<file path="config.mk">
export PLATFORM = sky130hd
export DESIGN_NAME = y86_regfile_decode
export DESIGN_NICKNAME = d
export VERILOG_FILES = /design/src/rtl/y86_regfile_decode.sv
export SDC_FILE = /design/constraint.sdc
export NUM_CORES = 2
export LEC_CHECK = 0
export CAP_MARGIN = 20
export CORE_UTILIZATION = 25
export DETAILED_ROUTE_END_ITERATION = 7
export PLACE_DENSITY_LB_ADDON = 0.1
export SYNTH_ARGS = -nofsm -noshare
export SYNTH_HDL_FRONTEND = slang
export SYNTH_SLANG_ARGS = --single-unit
</file>
<file path="constraint.sdc">
create_clock -name clk -period 2.2 [get_ports clk]
set_input_delay 0.33 -clock clk [delete_from_list [all_inputs] [get_ports clk]]
set_output_delay 0.33 -clock clk [all_outputs]
set_load 0.005 [all_outputs]
</file>
<file path="src/rtl/y86_regfile_decode.sv">
// y86_regfile_decode: Y86 register file with registered decode read stage,
// dual write-back (E/M, M wins) with bypass, and a sequential register dump engine.
module y86_regfile_decode #(
  parameter int DATA_W = 64,
  parameter int ADDR_W = 4,
  parameter int NREG = 15,
  parameter int SP_IDX = 4,
  parameter logic [DATA_W-1:0] SP_INIT = '0
) (
  input  logic              clk,
  input  logic              rst_n,
  input  logic              dec_valid,
  input  logic [3:0]        icode,
  input  logic [ADDR_W-1:0] rA,
  input  logic [ADDR_W-1:0] rB,
  input  logic [ADDR_W-1:0] dstE,
  input  logic [DATA_W-1:0] valE,
  input  logic [ADDR_W-1:0] dstM,
  input  logic [DATA_W-1:0] valM,
  input  logic              dump_start,
  output logic [ADDR_W-1:0] srcA,
  output logic [ADDR_W-1:0] srcB,
  output logic [DATA_W-1:0] valA,
  output logic [DATA_W-1:0] valB,
  output logic              dec_out_valid,
  output logic              dump_busy,
  output logic              dump_valid,
  output logic [ADDR_W-1:0] dump_idx,
  output logic [DATA_W-1:0] dump_data
);
  localparam logic [ADDR_W-1:0] RNONE = '1;
  localparam logic [ADDR_W-1:0] SP = ADDR_W'(SP_IDX);
  localparam logic [ADDR_W-1:0] LAST = ADDR_W'(NREG - 1);
  typedef enum logic {IDLE, DUMP} state_t;
  state_t state, state_nx;
  logic [DATA_W-1:0] regs [NREG];
  logic [ADDR_W-1:0] sel_a, sel_b, idx;
  // Reads see this cycle's write-back; M checked first so bypass matches the write priority.
  function automatic logic [DATA_W-1:0] rd(input logic [ADDR_W-1:0] s);
    return int'(s) >= NREG ? '0 : dstM == s ? valM : dstE == s ? valE : regs[s];
  endfunction
  always_comb begin
    sel_a = icode inside {4'h2, 4'h4, 4'h6, 4'hA} ? rA : icode inside {4'h9, 4'hB} ? SP : RNONE;
    sel_b = icode inside {4'h4, 4'h5, 4'h6} ? rB : icode inside {4'h8, 4'h9, 4'hA, 4'hB} ? SP : RNONE;
    state_nx = state == IDLE ? (dump_start ? DUMP : IDLE) : (idx == LAST ? IDLE : DUMP);
  end
  assign dump_busy = state == DUMP;
  always_ff @(posedge clk or negedge rst_n)
    if (!rst_n)
      for (int i = 0; i < NREG; i++) regs[i] <= i == SP_IDX ? SP_INIT : '0;
    else
      for (int i = 0; i < NREG; i++)
        if (dstM == ADDR_W'(i)) regs[i] <= valM;
        else if (dstE == ADDR_W'(i)) regs[i] <= valE;
  always_ff @(posedge clk or negedge rst_n)
    if (!rst_n) begin
      srcA <= RNONE;
      srcB <= RNONE;
      valA <= '0;
      valB <= '0;
      dec_out_valid <= 1'b0;
    end else begin
      dec_out_valid <= dec_valid;
      if (dec_valid) begin
        srcA <= sel_a;
        srcB <= sel_b;
        valA <= rd(sel_a);
        valB <= rd(sel_b);
      end
    end
  always_ff @(posedge clk or negedge rst_n)
    if (!rst_n) begin
      state <= IDLE;
      idx <= '0;
      dump_valid <= 1'b0;
      dump_idx <= '0;
      dump_data <= '0;
    end else begin
      state <= state_nx;
      idx <= state == DUMP ? idx + 1'b1 : '0;
      dump_valid <= state == DUMP;
      if (state == DUMP) begin
        dump_idx <= idx;
        dump_data <= rd(idx);
      end
    end
endmodule

</file>
==> Word-level counts from Yosys, hierarchy flattened <==
Cells that the tools add are included.
{ "word_totals": {"register_bits": 1171, "output_inout_bits": 207} }
{ "op_classes": {"addsub": 1, "n_lt_le_gt_ge": 6, "eq_ne": 43, "mux": 56, "n_bitwise": 3, "n_reduce_logical": 21} }
{ "ops": {"columns": ["cell", "n"], "rows": [
  ["64-bit 2-to-1 mux", 45],
  ["64-bit binary-select mux with 4-bit select", 3],
  ["4-bit == test (second input constant)", 19],
  ["4-bit by 3-bit == test with 1-bit output (second input constant)", 11],
  ["2-bit nonzero test", 16],
  ["4-bit == test", 6],
  ["4-bit by 2-bit == test with 1-bit output (second input constant)", 5],
  ["4-bit 2-to-1 mux", 5],
  ["5-bit greater-or-equal comparator (second input constant)", 3],
  ["4-bit NOT with 5-bit output", 3],
  ["4-bit greater-or-equal comparator (second input constant)", 3],
  ["4-bit by 1-bit == test with 1-bit output (second input constant)", 2],
  ["4-bit logical NOT", 2],
  ["4-bit nonzero test", 2],
  ["4-bit by 1-bit adder with 4-bit output (second input constant)", 1],
  ["1-bit 2-to-1 mux", 3],
  ["3-bit nonzero test", 1]
]} }

==> Logic depth before layout (Yosys ltp) <==
{ "logic_depth": {"word_depth": 11, "ltp_mapped": 12, "depth_no_buf": 7} }

==> Least setup slack after synthesis <==
OpenSTA, ideal clock, no wires.
{ "synth_path": {"kind": "register to register", "startpoint": "register idx[1]", "endpoint": "register dump_data[25]", "arrival_time_ps": 2302, "required_time_ps": 2074, "setup_slack_ps": -228, "path_stages_with_launch": 9, "path_buffers": 2, "cell_sequence": "dfrtp_1 > clkbuf_1 > clkbuf_1 > mux2i_1 > o21ai_0 > mux4_2 > mux2i_1 > nor2_1 > a221o_1"} }
{ "synth_via": {"elab_chain_len": 7, "word_cells_on_any_way": 10} }
{ "synth_rtl": {"columns": ["element", "line", "text"], "rows": [
  ["start: declaration", "37", "logic [ADDR_W-1:0] sel_a, sel_b, idx;"],
  ["start signal: assignment", "80", "idx <= state == DUMP ? idx + 1'b1 : '0;"],
  ["4-bit NOT with 5-bit output (implied by the code)", "40", "return int'(s) >= NREG ? '0 : dstM == s ? valM : dstE == s ? valE : regs[s];"],
  ["64-bit binary-select mux with 4-bit select", "40", null],
  ["64-bit 2-to-1 mux (implied by the code) (2 in a row)", "40", null],
  ["64-bit 2-to-1 mux (2 in a row)", "40", null],
  ["64-bit 2-to-1 mux *", "40", null],
  ["end signal: assignment", "84", "dump_data <= rd(idx);"],
  ["end: declaration", "29", "output logic [DATA_W-1:0] dump_data"]
]} }
Mark *: on every way between the ends. The rest lies on a longest branch, timed or not. The select of a mux whose other input is x is not followed.
A chain may end at the register's enable or synchronous reset.

==> Worst setup path after layout <==
{ "layout_path": {"startpoint": "register idx[0]", "endpoint": "register dump_data[47]"} }
The elaborated chain is that of the path after synthesis.

==> flow_metrics.py <==
metrics = {
    "worst_setup_path": {
        "critPathMaxStageDelay_ns": 0.59,
        "reg2regPathDepth": 8,
        "path_delay_family": "multiplexers",
        "path_buf_inv": 3,
        "r2r_end": "dump_data[47]",
        "crit_required_ns": 2.95,
        "path_class": "register to register",
        "crit_slowest_cell": "mux4_2",
        "r2r-start": "idx[0]",
        "path_depth": 8,
        "crit_arrival_ns": 3.44,
        "crit_top_cell": "mux4_2",
        "r2r_slack_ns": -0.49,
        "cp-end-kind": "register",
        "path_max_fanout": 8,
        "path_cells": "buf_6 > buf_12 > buf_16 > mux4_2 > mux4_2 > mux2i_1 > nor2_1 > a221o_1",
        "cp-start-kind": "register",
    },
    "floorplan": {
        "io_pins": 359,
        "dieArea_um2": 315000,
        "coreArea_um2": 312000,
        "die_y_um": 561,
        "start_util_pct": 25.1,
        "die_w_um": 561,
        "rows": 205,
    },
    "timing": {
        "rsz0062_at_grt": "yes",
        "final_hold_viol_count": 0,
        "finalSetupViolations": 66,
        "fin_crit_sh_pct": 122,
        "slew_viol_final": 0,
        "min_period_ns": 2.69,
        "hold_ws_ns": 0.113,
        "maxSlewHeadroom_pct": 37.1,
        "fmax_mhz": 371,
        "skew_ns": 0.0404,
        "setup_ws_ns": -0.492,
        "tightestPinTransition_ns": 0.943,
    },
    "power_and_ir_drop": {
        "p_per_area_nw_per_um2": 1020,
        "leakage_nw": 44.8,
        "power_switching_mw": 44.2,
        "internal_power_mw": 68.8,
        "p_sw_share_pct": 39.1,
        "clkPwrFrac_pct": 25.4,
        "irDropWorstVdd_mv": 0.662,
        "power_frac_comb_pct": 45.9,
        "pwr-share-seq_pct": 28.8,
    },
    "hold_path": {
        "min_from": "valM[60]",
        "hold_path.class": "primary input to register",
        "worst_hold_path.endpoint": "dump_data[60]",
        "hold_path_depth": 2,
    },
    "job": {
        "maxCapViolCount": 0,
    },
    "finish": {
        "design_area_um2": 111000,
        "area.growth.synth_to_final_pct": 41.4,
        "final_nets": 10200,
        "drive_above_1_share_pct": 24.4,
        "multi_input_area_um2": 45800,
        "regArea_um2": 29400,
        "post-route-util_pct": 35.5,
        "n_fill_cell": 31400,
    },
    "placed_design": {
        "dp_hpwl_um": 333000,
        "numPortBuffers": 358,
        "pre_cts_ws_ns": -1.83,
        "place_area_um2": 99900,
        "gp_congestion": 0.936,
    },
    "global_route": {
        "grt_max_degree": 124,
        "antenna_found_initial": 31,
        "globalRouteTotalUtil_pct": 30.3,
        "grt_pass1_wl_um": 676000,
        "gr-total-overflow": 0,
        "grt_pass1_vias": 79900,
    },
    "synthesis": {
        "synth_commonest_cells": "1784 x nand2_1, 1170 x mux2i_1, 1163 x dfrtp_1",
        "avgSynthCellArea_um2": 8.72,
        "ys_top_cells_by_area": "dfrtp_1 37%, mux2i_1 15%, nand2_1 8.6%",
        "synth_cell_types": 80,
        "netlist_area_um2": 78200,
        "synth_async_sr_flop_share_pct": 100,
        "yosys.area.top_type": "dfrtp_1",
        "syn_inst": 8978,
        "synth_top_area_share_pct": 37.2,
        "yosysMostFrequentCell": "nand2_1",
        "synth_edf_count": 0,
        "ys_ff_latch": 1171,
        "ys.flop_type": "dfrtp_1",
        "syn_nets": 9132,
        "yosysSeqAreaShare_pct": 37.5,
        "ys_warn_count": 0,
    },
    "route": {
        "wl_per_cell_um": 35.2,
        "vias": 83000,
        "drcViolationCount": 0,
        "initialDrtViolationCount": 11000,
        "ant_nets": 0,
        "wl_um": 505000,
        "vias_per_cell": 5.79,
        "drtPass1Iterations": 7,
    },
    "clocking": {
        "clock_path_buffers": 4,
        "cts_tree": "done",
        "cts_max_level": 4,
        "cts_buffers": 165,
        "root_buffer": "clkbuf_16",
        "clock_latency_ns": 0.87,
        "clk_pin_slew_ns": 0.06,
        "cts_sinks": 1171,
    },
    "status": {
        "outcome": "finished with violations",
        "violations": "setup timing",
    },
}
area by class of cell:
cell class / instances / area share [%]
tap: 4140 / 4.68
multi-input combinational: 6676 / 41.4
inverter: 14 / 0.0565
clock buffer: 231 / 4.28
antenna: 10 / 0.0226
clock inverter: 58 / 0.718
sequential: 1171 / 26.6
timing repair buffer: 2034 / 22.3
per-stage QoR:
step | std cells | power (mW) | TNS [ns]
after floorplan | 8978 | 54.1 | -0.563
after global placement | 13800 | 77.2 | -661.33
after detailed placement | 13800 | 77.4 | -658.57
after CTS | 14200 | 110 | -23.99
after global routing | 14300 | 117 | -24.95
final | 14300 | 113 | -23.30
layer usage:
layer | global-route usage, % | share of wire (%)
met5 | 0 | 0.012
met1 | 40.5 | 42
met3 | 4.63 | 7.8
met2 | 48.4 | 45
met4 | 12.9 | 5.1
layout by cell type, fill, tap and decap left out, types with 68 or more instances in the layout:
cell             Yosys  routed
a22oi_1             80      72
nand2_1           1784    1781
nor2_1             606     574
clkdlybuf4s50_1      0     283
o21ai_0            785     777
buf_4                7     998
a221o_1            179     179
nand3_1            199     195
o221ai_1           144     142
clkbuf_16            0     196
a221oi_1           138     134
mux2i_1           1170    1159
a211oi_1           105      85
dfrtp_1           1163    1119
a21oi_1            540     503
a31oi_1            213     200
o22ai_1             82      79
buf_12               0     511
mux4_2             214     214
dlygate4sd2_1        0      68
a311oi_1           123      92
registers in the layout, summed over array words and instances, names as in the netlist:
register	cells
regs	960
dump_data	64
valA	64
valB	64
dump_idx	4
idx	4
srcA	4
srcB	4
dec_out_valid	1
dump_busy	1
dump_valid	1
power by group through the flow:
stage	Sequential [mW]	Clock [mW]	Combinational, mW
after global routing	33.0	29.8	54.4
after global placement	32.6	0	44.6
after floorplan	30.4	0	23.7
after CTS	32.2	29.1	48.5
after detailed placement	32.6	0	44.8
final	32.5	28.7	51.8
worst max-delay path by stage:
| stage | from | end | slack (ns) |
|---|---|---|---|
| 5_1_grt | idx[0] | dump_data[5] | -0.51 |
| 2_1_floorplan | icode[2] | valA[41] | -0.03 |
| 3_3_place_gp | icode[2] | valA[7] | -1.81 |
| 4_1_cts | idx[0] | dump_data[47] | -0.46 |
| 6_report | idx[0] | dump_data[47] | -0.49 |
| 3_5_place_dp | icode[2] | valA[33] | -1.83 |
logic make-up after synthesis:
family / synth area share, %
AOI/OAI and AO/OA: 21.6
and+or+nand+nor: 13.6
xor gates and xnor gates: 0.200
buffers and inverters: 5.92
muxes: 21.2
adders and majority gates: 0.0320
DFF: 37.5
what timing repair did:
action	CTS	global route
resized for setup	301	222
gates cloned	28	29
pin swaps	50	99
endpoints found under the hold margin	981	0
setup endpoints to repair	262	185
buffers inserted	108	88
hold buffers	2	0
No activity file was read; power rests on OpenSTA's default activity.
